<file path="config.mk">
export PLATFORM = sky130hd
export DESIGN_NAME = sync_timing_receiver
export DESIGN_NICKNAME = d
export VERILOG_FILES = /design/src/rtl/sync_timing_receiver_pkg.sv /design/src/rtl/sync_timing_receiver_edge.sv /design/src/rtl/sync_timing_receiver.sv
export SDC_FILE = /design/constraint.sdc
export NUM_CORES = 1
export LEC_CHECK = 0
export CAP_MARGIN = 10
export CORE_MARGIN = 1.5
export CORE_UTILIZATION = 62
export CTS_CLUSTER_DIAMETER = 40
export DETAILED_ROUTE_END_ITERATION = 10
export GPL_TIMING_DRIVEN = 1
export HOLD_SLACK_MARGIN = 0.1
export PLACE_DENSITY = 0.93
export SYNTH_ARGS = -nofsm -noshare
export SYNTH_HDL_FRONTEND = slang
export SYNTH_SLANG_ARGS = --single-unit
</file>
<file path="constraint.sdc">
create_clock -name clkPixel -period 6.45 [get_ports clkPixel]
set_clock_uncertainty 0.2 [all_clocks]
set_input_delay 1.29 -clock clkPixel [delete_from_list [all_inputs] [get_ports clkPixel]]
set_output_delay 1.29 -clock clkPixel [all_outputs]
set_load 0.005 [all_outputs]
</file>
<file path="src/rtl/sync_timing_receiver_pkg.sv">
// Shared types and constants for the sync timing receiver.
package sync_timing_receiver_pkg;

    localparam int H_WIDTH  = 11;
    localparam int V_WIDTH  = 10;
    localparam int MC_WIDTH = 3;

    localparam logic [H_WIDTH-1:0] H_SAT = '1;
    localparam logic [V_WIDTH-1:0] V_SAT = '1;

    typedef enum logic [1:0] {
        SEARCH,
        ACQUIRE,
        LOCKED
    } state_t;

    function automatic logic [H_WIDTH-1:0] h_inc(input logic [H_WIDTH-1:0] v);
        return (v == H_SAT) ? v : v + 1'b1;
    endfunction

    function automatic logic [V_WIDTH-1:0] v_inc(input logic [V_WIDTH-1:0] v);
        return (v == V_SAT) ? v : v + 1'b1;
    endfunction

endpackage

</file>
<file path="src/rtl/sync_timing_receiver_edge.sv">
// Two-stage sync sampler with leading-edge pulse; active_o is aligned with edge_o.
module sync_edge_detector #(
    parameter bit ACTIVE_HIGH = 1'b0
) (
    input  logic clk_i,
    input  logic rst_i,
    input  logic sync_i,
    output logic active_o,
    output logic edge_o
);

    localparam logic INACTIVE = ~ACTIVE_HIGH;

    logic s1_q;
    logic s2_q;
    logic edge_q;

    always_ff @(posedge clk_i) begin
        if (rst_i) begin
            s1_q   <= INACTIVE;
            s2_q   <= INACTIVE;
            edge_q <= 1'b0;
        end else begin
            s1_q   <= sync_i;
            s2_q   <= s1_q;
            edge_q <= (s1_q == ACTIVE_HIGH) && (s2_q != ACTIVE_HIGH);
        end
    end

    assign active_o = (s2_q == ACTIVE_HIGH);
    assign edge_o   = edge_q;

endmodule

</file>
<file path="src/rtl/sync_timing_receiver.sv">
// Measures line/frame geometry from hsync/vsync and declares lock once
// LOCK_FRAMES consecutive complete frames repeat the same geometry.
module sync_timing_receiver
    import sync_timing_receiver_pkg::*;
#(
    parameter bit HSYNC_POLARITY_IS_POSITIVE = 1'b0,
    parameter bit VSYNC_POLARITY_IS_POSITIVE = 1'b0,
    parameter int LOCK_FRAMES                = 2
) (
    input  logic               clkPixel,
    input  logic               reset,
    input  logic               hsyncIn,
    input  logic               vsyncIn,
    output logic               lineStart,
    output logic               frameStart,
    output logic [H_WIDTH-1:0] hPos,
    output logic [V_WIDTH-1:0] vPos,
    output logic [H_WIDTH-1:0] hTotal,
    output logic [H_WIDTH-1:0] hSyncWidth,
    output logic [V_WIDTH-1:0] vTotal,
    output logic [V_WIDTH-1:0] vSyncWidth,
    output logic               locked,
    output logic               timeout
);

    localparam logic [MC_WIDTH-1:0] LOCK_MC = MC_WIDTH'(LOCK_FRAMES);

    logic lsEv, fsEv, hAct, vAct;

    sync_edge_detector #(.ACTIVE_HIGH(HSYNC_POLARITY_IS_POSITIVE)) u_hsync (
        .clk_i(clkPixel), .rst_i(reset), .sync_i(hsyncIn), .active_o(hAct), .edge_o(lsEv)
    );

    sync_edge_detector #(.ACTIVE_HIGH(VSYNC_POLARITY_IS_POSITIVE)) u_vsync (
        .clk_i(clkPixel), .rst_i(reset), .sync_i(vsyncIn), .active_o(vAct), .edge_o(fsEv)
    );

    state_t               state_q, state_d;
    logic [H_WIDTH-1:0]   hPos_q, hPos_d, hTotal_q, hTotal_d, hSyncWidth_q, hSyncWidth_d;
    logic [H_WIDTH-1:0]   hActCnt_q, hActCnt_d, refHTotal_q, refHTotal_d, hTotalNew;
    logic [V_WIDTH-1:0]   vPos_q, vPos_d, vTotal_q, vTotal_d, vSyncWidth_q, vSyncWidth_d;
    logic [V_WIDTH-1:0]   vActCnt_q, vActCnt_d, vTotalNew;
    logic [H_WIDTH-1:0]   prevHTotal_q, prevHTotal_d, prevHSync_q, prevHSync_d;
    logic [V_WIDTH-1:0]   prevVTotal_q, prevVTotal_d, prevVSync_q, prevVSync_d;
    logic [MC_WIDTH-1:0]  matchCount_q, matchCount_d;
    logic                 lineStart_q, frameStart_q, timeout_q, timeout_d;
    logic                 refValid_q, refValid_d, inconsistent_q, inconsistent_d;
    logic                 havePrev_q, havePrev_d;
    logic                 vLineAct, lineMismatch, inconsistentNow, frameMatch;

    always_comb begin
        hTotalNew    = h_inc(hPos_q);
        vTotalNew    = v_inc(vPos_q);
        hPos_d       = lsEv ? '0 : h_inc(hPos_q);
        vPos_d       = vPos_q;
        if (fsEv)      vPos_d = '0;
        else if (lsEv) vPos_d = v_inc(vPos_q);

        hTotal_d     = hTotal_q;
        hSyncWidth_d = hSyncWidth_q;
        hActCnt_d    = hAct ? h_inc(hActCnt_q) : hActCnt_q;
        if (lsEv) begin
            hTotal_d     = hTotalNew;
            hSyncWidth_d = hActCnt_q;
            hActCnt_d    = H_WIDTH'(hAct);
        end

        // vsync width is measured in lineStarts seen while vsync is active
        vLineAct     = lsEv && vAct;
        vTotal_d     = vTotal_q;
        vSyncWidth_d = vSyncWidth_q;
        vActCnt_d    = vLineAct ? v_inc(vActCnt_q) : vActCnt_q;
        if (fsEv) begin
            vTotal_d     = vTotalNew;
            vSyncWidth_d = vActCnt_q;
            vActCnt_d    = V_WIDTH'(vLineAct);
        end

        timeout_d = ((hPos_d == H_SAT) && (hPos_q != H_SAT)) ||
                    ((vPos_d == V_SAT) && (vPos_q != V_SAT));
    end

    // A lineStart coinciding with the closing frameStart ends the closed frame's last line.
    always_comb begin
        lineMismatch    = lsEv && refValid_q && (hTotalNew != refHTotal_q);
        inconsistentNow = inconsistent_q || lineMismatch;
        refHTotal_d     = refHTotal_q;
        refValid_d      = refValid_q;
        inconsistent_d  = inconsistentNow;
        if (fsEv) begin
            refValid_d     = 1'b0;
            inconsistent_d = 1'b0;
        end else if (lsEv && !refValid_q) begin
            refHTotal_d = hTotalNew;
            refValid_d  = 1'b1;
        end

        frameMatch = havePrev_q && !inconsistentNow &&
                     (hTotal_d == prevHTotal_q) && (hSyncWidth_d == prevHSync_q) &&
                     (vTotal_d == prevVTotal_q) && (vSyncWidth_d == prevVSync_q);

        prevHTotal_d = prevHTotal_q;
        prevHSync_d  = prevHSync_q;
        prevVTotal_d = prevVTotal_q;
        prevVSync_d  = prevVSync_q;
        havePrev_d   = havePrev_q;
        matchCount_d = matchCount_q;
        if (fsEv) begin
            if (state_q == SEARCH) begin
                havePrev_d   = 1'b0;
                matchCount_d = '0;
            end else begin
                prevHTotal_d = hTotal_d;
                prevHSync_d  = hSyncWidth_d;
                prevVTotal_d = vTotal_d;
                prevVSync_d  = vSyncWidth_d;
                havePrev_d   = 1'b1;
                if (!frameMatch)              matchCount_d = '0;
                else if (matchCount_q != '1)  matchCount_d = matchCount_q + 1'b1;
            end
        end
        if (timeout_d) begin
            havePrev_d   = 1'b0;
            matchCount_d = '0;
        end
    end

    always_comb begin
        state_d = state_q;
        if (timeout_d) begin
            state_d = SEARCH;
        end else begin
            unique case (state_q)
                SEARCH:  if (fsEv) state_d = ACQUIRE;
                ACQUIRE: if (matchCount_q >= LOCK_MC) state_d = LOCKED;
                LOCKED:  if (matchCount_q == '0) state_d = ACQUIRE;
                default: state_d = SEARCH;
            endcase
        end
    end

    always_ff @(posedge clkPixel) begin
        if (reset) begin
            state_q        <= SEARCH;
            hPos_q         <= '0;
            vPos_q         <= '0;
            hTotal_q       <= '0;
            hSyncWidth_q   <= '0;
            vTotal_q       <= '0;
            vSyncWidth_q   <= '0;
            hActCnt_q      <= '0;
            vActCnt_q      <= '0;
            refHTotal_q    <= '0;
            refValid_q     <= 1'b0;
            inconsistent_q <= 1'b0;
            prevHTotal_q   <= '0;
            prevHSync_q    <= '0;
            prevVTotal_q   <= '0;
            prevVSync_q    <= '0;
            havePrev_q     <= 1'b0;
            matchCount_q   <= '0;
            lineStart_q    <= 1'b0;
            frameStart_q   <= 1'b0;
            timeout_q      <= 1'b0;
        end else begin
            state_q        <= state_d;
            hPos_q         <= hPos_d;
            vPos_q         <= vPos_d;
            hTotal_q       <= hTotal_d;
            hSyncWidth_q   <= hSyncWidth_d;
            vTotal_q       <= vTotal_d;
            vSyncWidth_q   <= vSyncWidth_d;
            hActCnt_q      <= hActCnt_d;
            vActCnt_q      <= vActCnt_d;
            refHTotal_q    <= refHTotal_d;
            refValid_q     <= refValid_d;
            inconsistent_q <= inconsistent_d;
            prevHTotal_q   <= prevHTotal_d;
            prevHSync_q    <= prevHSync_d;
            prevVTotal_q   <= prevVTotal_d;
            prevVSync_q    <= prevVSync_d;
            havePrev_q     <= havePrev_d;
            matchCount_q   <= matchCount_d;
            lineStart_q    <= lsEv;
            frameStart_q   <= fsEv;
            timeout_q      <= timeout_d;
        end
    end

    assign lineStart  = lineStart_q;
    assign frameStart = frameStart_q;
    assign hPos       = hPos_q;
    assign vPos       = vPos_q;
    assign hTotal     = hTotal_q;
    assign hSyncWidth = hSyncWidth_q;
    assign vTotal     = vTotal_q;
    assign vSyncWidth = vSyncWidth_q;
    assign locked     = (state_q == LOCKED);
    assign timeout    = timeout_q;

endmodule

</file>
# After elaboration in Yosys (flattened, before gate mapping)
# Cells that the tools add are included.
[classes]
addsub = 5
magnitude_cmp = 1
eq_ne = 23
n_mux = 23
bitwise_logic = 8
reduce_logical = 31
[op_table]
columns = ["operator", "n"]
rows = [
  ["$mux 10", 5],
  ["$mux 11", 4],
  ["$eq 11x11->1 const B", 3],
  ["$eq 10x10->1 const B", 3],
  ["$add 11x1->11 const B", 2],
  ["$eq 11x11->1", 2],
  ["$add 10x1->10 const B", 2],
  ["$eq 10x10->1", 2],
  ["$reduce_and 2->1", 7],
  ["$logic_and 1x1->1", 13],
  ["$ne 11x11->1", 1],
  ["$ne 11x11->1 const B", 1],
  ["$ne 10x10->1 const B", 1],
  ["$mux 3", 3],
  ["$ne 2x1->1 const B", 4],
  ["$not 1->1", 8],
  ["$mux 1", 7],
  ["$mux 2", 3],
  ["$pmux 2 s3", 1],
  ["$reduce_or 2->1", 3],
  ["$ne 2x2->1 const B", 2],
  ["$add 3x1->3 const B", 1],
  ["$ge 3x2->1 const B", 1],
  ["$logic_not 3->1", 1],
  ["9 further kinds", 11],
]
[totals]
regBits = 154
input_bits = 4
output_inout_bits = 67

# Logic depth before layout (Yosys ltp)
# Gate-level depths: netlist of the first run.
[depth]
ltp_word = 13
depth_mapped = 13

# Hierarchy
# Synthesis of the first run repeated with hierarchy kept, for this count alone.
[unflattened]
cells_unflattened = 926
area_unflattened_um2 = 7529.7
[modules_own_cells]
columns = ["mod", "instances", "cells_each", "area_per_inst_um2", "seq_area_each_um2"]
rows = [
  ["sync_timing_receiver", 1, 912, 7362.1, 2962.8],
  ["sync_edge_detector", 2, 7, 83.8, 60.1],
]

# Worst setup path before layout of the first run
# OpenSTA, ideal clock, no wires.
[synth_timing]
path_type = "register to register"
start = "reg hPos_q[1] (netlist: hPos[1])"
end = "reg matchCount_q[0]"
setup_ns = 0.058
t_arrival_ns = 2.754
path_slack_ns = 3.438
stages_incl_launch_ff = 12
period_less_slack_ns = 3.012
cell_sequence = "dfxtp_1 -> ha_1 -> buf_2 -> nand3_1 -> or4b_2 -> o311a_1 -> xor2_1 -> o211ai_1 -> nor4_1 -> nand4_2 -> nor3_2 -> mux2_2"
[synth_between]
elab_chain_cells = 13
elab_cells_between_ends = 24
cone_classes = "1 x add/sub; 6 x eq/ne; 5 x mux; 12 x reduce/logical"
[synth_rtl]
columns = ["item", "line", "text"]
rows = [
  ["from (decl)", "sync_timing_receiver.sv:39", "logic [H_WIDTH-1:0] hPos_q, hPos_d, hTotal_q, hTotal_d, hSyncWidth_q, hSyncWidth_d;"],
  ["from (signal assigned)", "sync_timing_receiver.sv:167", "hPos_q <= hPos_d;"],
  ["$add 11x1->11 or $eq 11x11->1 (tied branches)", "sync_timing_receiver_pkg.sv:18", "return (v == H_SAT) ? v : v + 1'b1;"],
  ["$mux 11", "sync_timing_receiver_pkg.sv:18", ""],
  ["$ne 11x11->1", "sync_timing_receiver.sv:85", "lineMismatch = lsEv && refValid_q && (hTotalNew != refHTotal_q);"],
  ["$logic_and 1x1->1", "sync_timing_receiver.sv:85", ""],
  ["$logic_or 1x1->1", "sync_timing_receiver.sv:86", "inconsistentNow = inconsistent_q || lineMismatch;"],
  ["$logic_not 1->1", "sync_timing_receiver.sv:98", "frameMatch = havePrev_q && !inconsistentNow &&"],
  ["$logic_and 1x1->1 (2 in series)", "sync_timing_receiver.sv:98", ""],
  ["$logic_and 1x1->1 (2 in series)", "sync_timing_receiver.sv:99", "(hTotal_d == prevHTotal_q) && (hSyncWidth_d == prevHSync_q) &&"],
  ["$logic_and 1x1->1", "sync_timing_receiver.sv:100", "(vTotal_d == prevVTotal_q) && (vSyncWidth_d == prevVSync_q);"],
  ["$ne 3x1->1 (no source line) or $mux 3 (tied branches)", "-", ""],
  ["$reduce_and 2->1 (no source line) or $mux 3 (tied branches)", "-", ""],
  ["to (signal assigned)", "sync_timing_receiver.sv:183", "matchCount_q <= matchCount_d;"],
  ["to (decl)", "sync_timing_receiver.sv:45", "logic [MC_WIDTH-1:0] matchCount_q, matchCount_d;"],
]
# Parallel ways exist; a longest one is shown, timed or not.
# A chain may end at the register's enable or synchronous reset.

# Worst setup path in the final report of the first run
[layout_timing]
start = "reg u_vsync.edge_q (netlist: u_vsync.edge_o)"
end = "reg matchCount_q[0]"
[layout_between]
elab_chain_cells = 6
elab_cells_between_ends = 15
cone_classes = "4 x eq/ne; 5 x mux; 6 x reduce/logical"
[layout_rtl]
columns = ["item", "line", "text"]
rows = [
  ["from (decl)", "sync_timing_receiver_edge.sv:16", "logic edge_q;"],
  ["from (signal assigned)", "sync_timing_receiver_edge.sv:26", "edge_q <= (s1_q == ACTIVE_HIGH) && (s2_q != ACTIVE_HIGH);"],
  ["$mux 10", "sync_timing_receiver.sv:73", "if (fsEv) begin"],
  ["$eq 10x10->1", "sync_timing_receiver.sv:100", ""],
  ["$logic_and 1x1->1", "sync_timing_receiver.sv:99", ""],
  ["$logic_and 1x1->1", "sync_timing_receiver.sv:100", ""],
  ["$ne 3x1->1 (no source line) or $mux 3 (tied branches)", "-", ""],
  ["$reduce_and 2->1 (no source line) or $mux 3 (tied branches)", "-", ""],
]
# Parallel ways exist; a longest one is shown, timed or not.

==> summary.md, run 1 <==
| Metric | Value |
|---|---|
| Routed Antenna Nets | `0` |
| Die area | `0.0128 sq mm` |
| Worst hold path class | `flop to flop` |
| Final setup fails | `0` |
| Yosys reg bits | `154` |
| First-pass GRT wire length | `31600 um` |
| DR vias | `6860` |
| Routed WL | `19600 um` |
| Ys Warns | `0` |
| TritonCTS Buffers | `17` |
| Crit path DAT | `4080 ps` |
| IO buf count | `70` |
| Die W | `113 um` |
| Hold Slack | `231 ps` |
| Grt total ovfl | `0` |
| WP data required | `6640 ps` |
| CTS root buffer | `clkbuf_16` |
| Power density over cell area | `235 mW/mm^2` |
| Antenna cells | `0` |
| Clk pin slew, worst setup/hold paths | `60 ps` |
| RSZ-0062 raised after global routing | `false` |
| Avg WL per Cell | `17.9 um` |
| Final slew viol count | `0` |
| Initial Util | `63.2%` |
| Cell area after synthesis | `0.00753 sq mm` |
| Core Box Area | `0.0119 sq mm` |
| Mapped Cells | `905` |
| Seq/Total Area, Yosys | `40.9%` |
| Endpoint class of the critical path | `flop` |
| Initial DRT Pass Iterations | `5` |
| Layout cells sized above 1 | `6.74%` |
| Fin crit share | `60.2%` |
| # IOs | `71` |
| DRC viols | `0` |
| Largest net degree at the start of global routing | `60` |
| Area delta synth->final | `16.3%` |
| Sum Neg Setup Slack | `0 ps` |
| GRT Total Usage | `31.3%` |
| Hold Fails Final Rpt | `0` |
| Via/cell ratio | `6.25` |
| Prevailing post-synth register cell | `dfxtp_1` |
| Worst-Skew Late Latency | `440 ps` |
| H-tree Lvls | `4` |
| Initial DRC count | `660` |
| Initial antenna violation count | `0` |
| Avg Cell Area, Syn | `8.32 sq um` |
| Worst Tran Pin Value | `676 ps` |
| Number of synthesized flops with an enable pin | `0` |
| CTS tree | `built` |
| Slew HR | `55.0%` |
| Leakage | `3.08 nW` |
| Clock sink count | `154` |
| Post-CTS setup repair buffer count | `0` |
| CTS max path bufs | `2` |
| Crit Path Class | `flop to flop` |
| Maxcap violations | `0` |
| Worst-path maximum fanout | `30` |
| Async S/R FF share, synth | `0%` |
| VDD IR max | `164 uV` |
| GP Congestion | `0.977` |
| Layout Nets | `950` |
| Synth unique cells | `75` |
| Status | `completed` |
| Number of global-route vias before repair | `6346` |
| FP Rows | `40` |
| Resized cells post-CTS | `0` |
| FMAX | `257 MHz` |
| Hold_buf cts | `0` |
| CP Launch Type | `flop` |
| DIE HEIGHT | `113 um` |
| Mapped Nets | `917` |
| Minimum clock period | `3890 ps` |
| DP Wirelength | `13100 um` |
-- synth_stat cells (all sizes together), types with 4 or more instances --
cell,number,area (sq um)
a211o,5,45.0
a211oi,30,225
a21o,5,37.5
a21oi,66,330
a31oi,9,56.3
and2,6,37.5
and3,16,101
and4,7,63.8
buf,28,164
clkbuf,35,133
dfxtp,154,3080
ha,8,100
inv,22,82.6
mux2i,33,330
nand2,83,312
nand2b,6,37.5
nand3,20,100
nand4,24,156
nor2,139,524
nor2b,15,93.8
nor3,16,85.1
nor3b,4,30.0
nor4,10,62.6
o2111ai,4,35.0
o211ai,6,45.0
o21ai,18,90.1
o22ai,5,37.5
o31ai,6,58.8
or2,7,43.8
or3,9,57.6
xnor2,33,289
xor2,29,262
-- per-layer routing --
layer  vias to the layer above  wire (um)  track usage [%]
met3                        68       1450             6.27
met5                         -          0                0
met1                      3214       8270             39.0
met4                         0        738             17.2
met2                       313       9150             51.0
li1                       3265          -                -
-- layout by cell type, fill, tap and decap left out, types with 9 or more instances in the layout --
master	instances
dfxtp_1	152
nor2_1	137
nand2_1	83
clkdlybuf4s50_1	69
a21oi_1	66
mux2i_1	33
xnor2_1	33
a211oi_1	30
xor2_1	28
nand4_1	23
inv_1	22
nand3_1	20
clkbuf_16	17
o21ai_0	16
nor2b_1	15
and3_1	15
nor3_1	15
nor4_1	10
a31oi_1	9
-- registers in the layout (all words and copies together) (netlist names), 10 cells and up --
name / cells
prevHTotal_q: 11
hActCnt_q: 11
prevVTotal_q: 10
vActCnt_q: 10
hTotal: 11
vPos: 10
hSyncWidth: 11
refHTotal_q: 11
prevHSync_q: 11
hPos: 11
vSyncWidth: 10
vTotal: 10
prevVSync_q: 10
-- cell type report --
type | count | area [sq um]
multi-input cells | 665 | 4080
fillers | 870 | 3160
flip-flops and latches | 154 | 3090
repair buffers | 77 | 751
clock buffers | 22 | 484
well taps | 147 | 184
clock inverters | 9 | 90.1
inverters | 23 | 86.3
-- cells by family (layout without fill, tap and decap cells) --
| family | Yosys count | count (layout) | synth area share [%] |
|---|---|---|---|
| muxes | 36 | 36 | 4.84 |
| xor gates and xnor gates | 62 | 62 | 7.31 |
| AOI/OAI and AO/OA | 189 | 189 | 17.0 |
| buffers and inverters | 86 | 131 | 5.08 |
| DFF | 154 | 154 | 40.9 |
| adders and majority gates | 8 | 8 | 1.33 |
| and+or+nand+nor | 370 | 370 | 23.5 |
-- critical path, cell delays in order (launching register included) --
cell and delay, ps:
dfxtp_2 670, buf_4 410, inv_1 290, a311o_1 380, a2111oi_0 380, nand4_1 140
or4_1 490, nor4_1 290, nand4_2 190, nor3_2 200, mux2_2 180
-- path summary, 6_finish.rpt --
| check | slack (ps) | cells after the start | to | start |
|---|---|---|---|---|
| setup / recovery | 2560 | 10 | matchCount_q[0] | u_vsync.edge_o |
| hold / removal | 230 | 1 | u_vsync.s2_q | u_vsync.s1_q |
| hold reg to reg | 230 | 1 | u_vsync.s2_q | u_vsync.s1_q |
| setup reg to reg | 2560 | 10 | matchCount_q[0] | u_vsync.edge_o |
-- report_power, final --
part,switching [mW],internal (mW)
Clock,0.398,0.570
Sequential,0.0158,0.964
Combinational,0.0691,0.0447
Total,0.483,1.58
-- stage by stage --
| stage | std cells | setup WS (ps) | cell area, sq um | power, mW | utilization, % |
|---|---|---|---|---|---|
| global route | 1097 | 2490 | 8760 | 2.11 | 73.5 |
| CTS | 1097 | 2710 | 8760 | 2.06 | 73.5 |
| global placement | 1066 | 2890 | 8180 | 1.11 | 68.7 |
| finish | 1097 | 2560 | 8760 | 2.06 | 73.5 |
| detailed placement | 1066 | 2750 | 8180 | 1.11 | 68.7 |
| floorplan | 905 | 3440 | 7530 | 1.08 | - |
(Power assumes the default switching activity.)
==> run 2, diff against run 1 <==
--- a/config.mk
+++ b/config.mk
@@ -7,12 +7,12 @@
 export LEC_CHECK = 0
 export CAP_MARGIN = 10
 export CORE_MARGIN = 1.5
-export CORE_UTILIZATION = 62
+export CORE_UTILIZATION = 52
 export CTS_CLUSTER_DIAMETER = 40
 export DETAILED_ROUTE_END_ITERATION = 10
 export GPL_TIMING_DRIVEN = 1
 export HOLD_SLACK_MARGIN = 0.1
-export PLACE_DENSITY = 0.93
+export PLACE_DENSITY = 0.84
 export SYNTH_ARGS = -nofsm -noshare
 export SYNTH_HDL_FRONTEND = slang
 export SYNTH_SLANG_ARGS = --single-unit
==> constraint.sdc (replaced) <==
create_clock -name clkPixel -period 3.2 [get_ports clkPixel]
set_clock_uncertainty 0.2 [all_clocks]
set_input_delay 0.64 -clock clkPixel [delete_from_list [all_inputs] [get_ports clkPixel]]
set_output_delay 0.64 -clock clkPixel [all_outputs]
set_load 0.005 [all_outputs]
==> summary.md, run 2 (same netlist as run 1, synthesis figures left out) <==
| Metric | Value |
|---|---|
| Status | `finished, violations left` |
| Failing checks | `negative setup slack` |
| Initial antenna violation count | `0 (unchanged)` |
| Hold Fails Final Rpt | `0 (unchanged)` |
| Avg WL per Cell | `17.8 um (-0.62%)` |
| Final slew viol count | `0 (unchanged)` |
| Clock sink count | `154 (unchanged)` |
| Initial DRT Pass Iterations | `8 (+3)` |
| Sw frac | `24.6% (+1.2 points)` |
| Sw Pwr | `1.02 mW (+110%)` |
| DRC viols | `0 (unchanged)` |
| Register area | `0.00310 sq mm (+0.32%)` |
| DP Wirelength | `14200 um (+8.7%)` |
| Endpoint class of the critical path | `flop` |
| Hold Slack | `241 ps (+10.8 ps)` |
| DR vias | `7091 (+3.4%)` |
| Via/cell ratio | `5.99 (-4.2%)` |
| R2R cell count | `10 (unchanged)` |
| CP Launch Type | `flop` |
| CTS max path bufs | `2 (unchanged)` |
| CTS root buffer | `clkbuf_16` |
| FMAX | `309 MHz (+20%)` |
| Multi-input combinational cell area | `0.00430 sq mm (+5.6%)` |
| GP Congestion | `1.01 (+2.9%)` |
| Grt total ovfl | `0 (unchanged)` |
| Core Box Area | `0.0140 sq mm (+17%)` |
| Initial Util | `53.8% (-9.4 points)` |
| Maxcap violations | `0 (unchanged)` |
| H-tree Lvls | `4 (unchanged)` |
| HP Start | `u_vsync.s1_q` |
| VDD IR max | `411 uV (+150%)` |
| IO buf count | `70 (unchanged)` |
| Largest net degree at the start of global routing | `41 (-32%)` |
| Layout Nets | `1003 (+5.6%)` |
| Worst hold path class | `flop to flop` |
| Leakage | `3.36 nW (+9.2%)` |
| Die area | `0.0152 sq mm (+19%)` |
| Fin crit share | `101% (+41 points)` |
| Commonest non-fill, non-tap cell in the layout | `dfxtp_1` |
| Routed Antenna Nets | `0 (unchanged)` |
| CTS tree | `built` |
| Worst setup slack after layout | `-32.5 ps (-2600 ps)` |
| Slew HR | `54.7% (-0.21 points)` |
| Die W | `123 um (+8.9%)` |
| Crit path DAT | `3410 ps (-670 ps)` |
| Fillers | `1101 (+27%)` |
| Minimum clock period | `3230 ps (-653 ps)` |
| Hold_buf cts | `0 (unchanged)` |
| WP data required | `3380 ps (-3260 ps)` |
| Most frequent cells in the layout | `dfxtp_1 (146), nor2_1 (137), nand2_1 (83)` |
| R2r endpoint | `matchCount_q[0]` |
| Routed WL | `21000 um (+7.3%)` |
| TritonCTS Buffers | `17 (unchanged)` |
| Clk pin slew, worst setup/hold paths | `60 ps (about the same)` |
| Worst-path maximum fanout | `6 (-80%)` |
| Worst-Skew Late Latency | `430 ps (about the same)` |
| GRT Total Usage | `27.7% (-3.5 points)` |
| R2r setup slk | `-30 ps (-2600 ps)` |
| Internal power | `3.12 mW (+98%)` |
| Number of global-route vias before repair | `6387 (+0.65%)` |
| Hold path cells | `1 (unchanged)` |
| DIE HEIGHT | `123 um (+8.9%)` |
| FP Rows | `43 (+7.5%)` |
| Layout cells sized above 1 | `15.3% (+8.6 points)` |
| Reg power frac | `47.6% (about the same)` |
| Layout Utilization | `67.6% (-5.9 points)` |
| R2R Path Start | `hPos[4]` |
| Crit Path Class | `flop to flop` |
| Worst Tran Pin Value | `679 ps (+3.19 ps)` |
| Antenna cells | `0 (unchanged)` |
| # IOs | `71 (unchanged)` |
| Area delta synth->final | `25.6%` |
| Clock network fraction of total power | `45.6% (-1.3 points)` |
| Sum Neg Setup Slack | `-81.1 ps (-81.1 ps)` |
| Hold endpoint | `u_vsync.s2_q` |
| First-pass GRT wire length | `32700 um (+3.2%)` |
| Final setup fails | `3 (+3)` |
| Power density over cell area | `438 mW/mm^2 (+86%)` |
| Combinational share of power | `6.8% (+1.3 points)` |
| Initial DRC count | `710 (+7.6%)` |
## run 2: cell count changes in the layout (fill, tap and decap cells not counted), moves of 3 or more
cell / delta
buf_4: +48
mux2i_1: -11
dfxtp_1: -6
mux2i_2: +6
nor4_1: -6
dfxtp_2: +5
mux2i_4: +5
nor4_2: +4
buf_12: +3
inv_6: +3
## run 2: worst max-delay path by stage
stage | start | endpoint | slack (ps) | cells after the start
3_3_place_gp | hPos[6] | matchCount_q[0] | 110 | 9
5_1_grt | hPos[4] | matchCount_q[0] | -70 | 10
4_1_cts | u_hsync.edge_o | matchCount_q[0] | 30 | 9
2_1_floorplan | hPos[1] | matchCount_q[0] | 190 | 11
6_report | hPos[4] | matchCount_q[0] | -30 | 10
3_5_place_dp | hPos[0] | matchCount_q[2] | -60 | 10
## run 2: final cells by class
class	count	share of cell area, %
sequential	154	32.7
multi-input combinational	665	45.5
tap	180	2.38
clock inverter	11	0.899
clock buffer	21	4.97
inverter	23	0.913
timing repair buffer	130	12.6
## run 2: worst max-delay path, cell delays in order (launching register included)
cell     delay (ps)
dfxtp_1         430
nand4_1         260
buf_4           230
nor4_4          320
a211o_2         160
nand4_1          90
or4_4           570
nor4_4          310
nand4_4         170
nor3_4          250
mux2_2          180
## run 2: power by group through the flow
| stage | logic [mW] | registers (mW) | clock network [mW] |
|---|---|---|---|
| 2_1_floorplan | 0.167 | 2.00 | 0 |
| 3_3_place_gp | 0.248 | 2.01 | 0 |
| 3_5_place_dp | 0.252 | 2.01 | 0 |
| 4_1_cts | 0.258 | 1.97 | 1.90 |
| 5_1_grt | 0.304 | 1.97 | 1.98 |
| 6_report | 0.281 | 1.97 | 1.89 |
## run 2: metrics by stage
step / setup slack [ps] / total power, mW / area [sq um] / cells
final: -32.5 / 4.14 / 9460 / 1184
after global routing: -71.1 / 4.26 / 9460 / 1184
after CTS: 27.2 / 4.12 / 9170 / 1176
after detailed placement: -57.5 / 2.26 / 8590 / 1144
after global placement: 114 / 2.26 / 8590 / 1144
after floorplan: 188 / 2.17 / 7530 / 905
## run 2: repair_timing
action / in CTS / in global routing
hold endpoints to repair: 0 / 0
pin swaps: 0 / 11
gates resized for setup: 5 / 55
setup buffers: 0 / 8
endpoints found under the setup margin: 3 / 3
## run 2: per-layer routing
metal | part of all wire, % | GRT usage [%] | vias to the layer above
met5 | 0 | 0 | -
met4 | 2.5 | 9.20 | 0
met3 | 7.6 | 5.72 | 44
met2 | 48 | 45.0 | 321
met1 | 42 | 36.9 | 3352
li1 | - | - | 3374
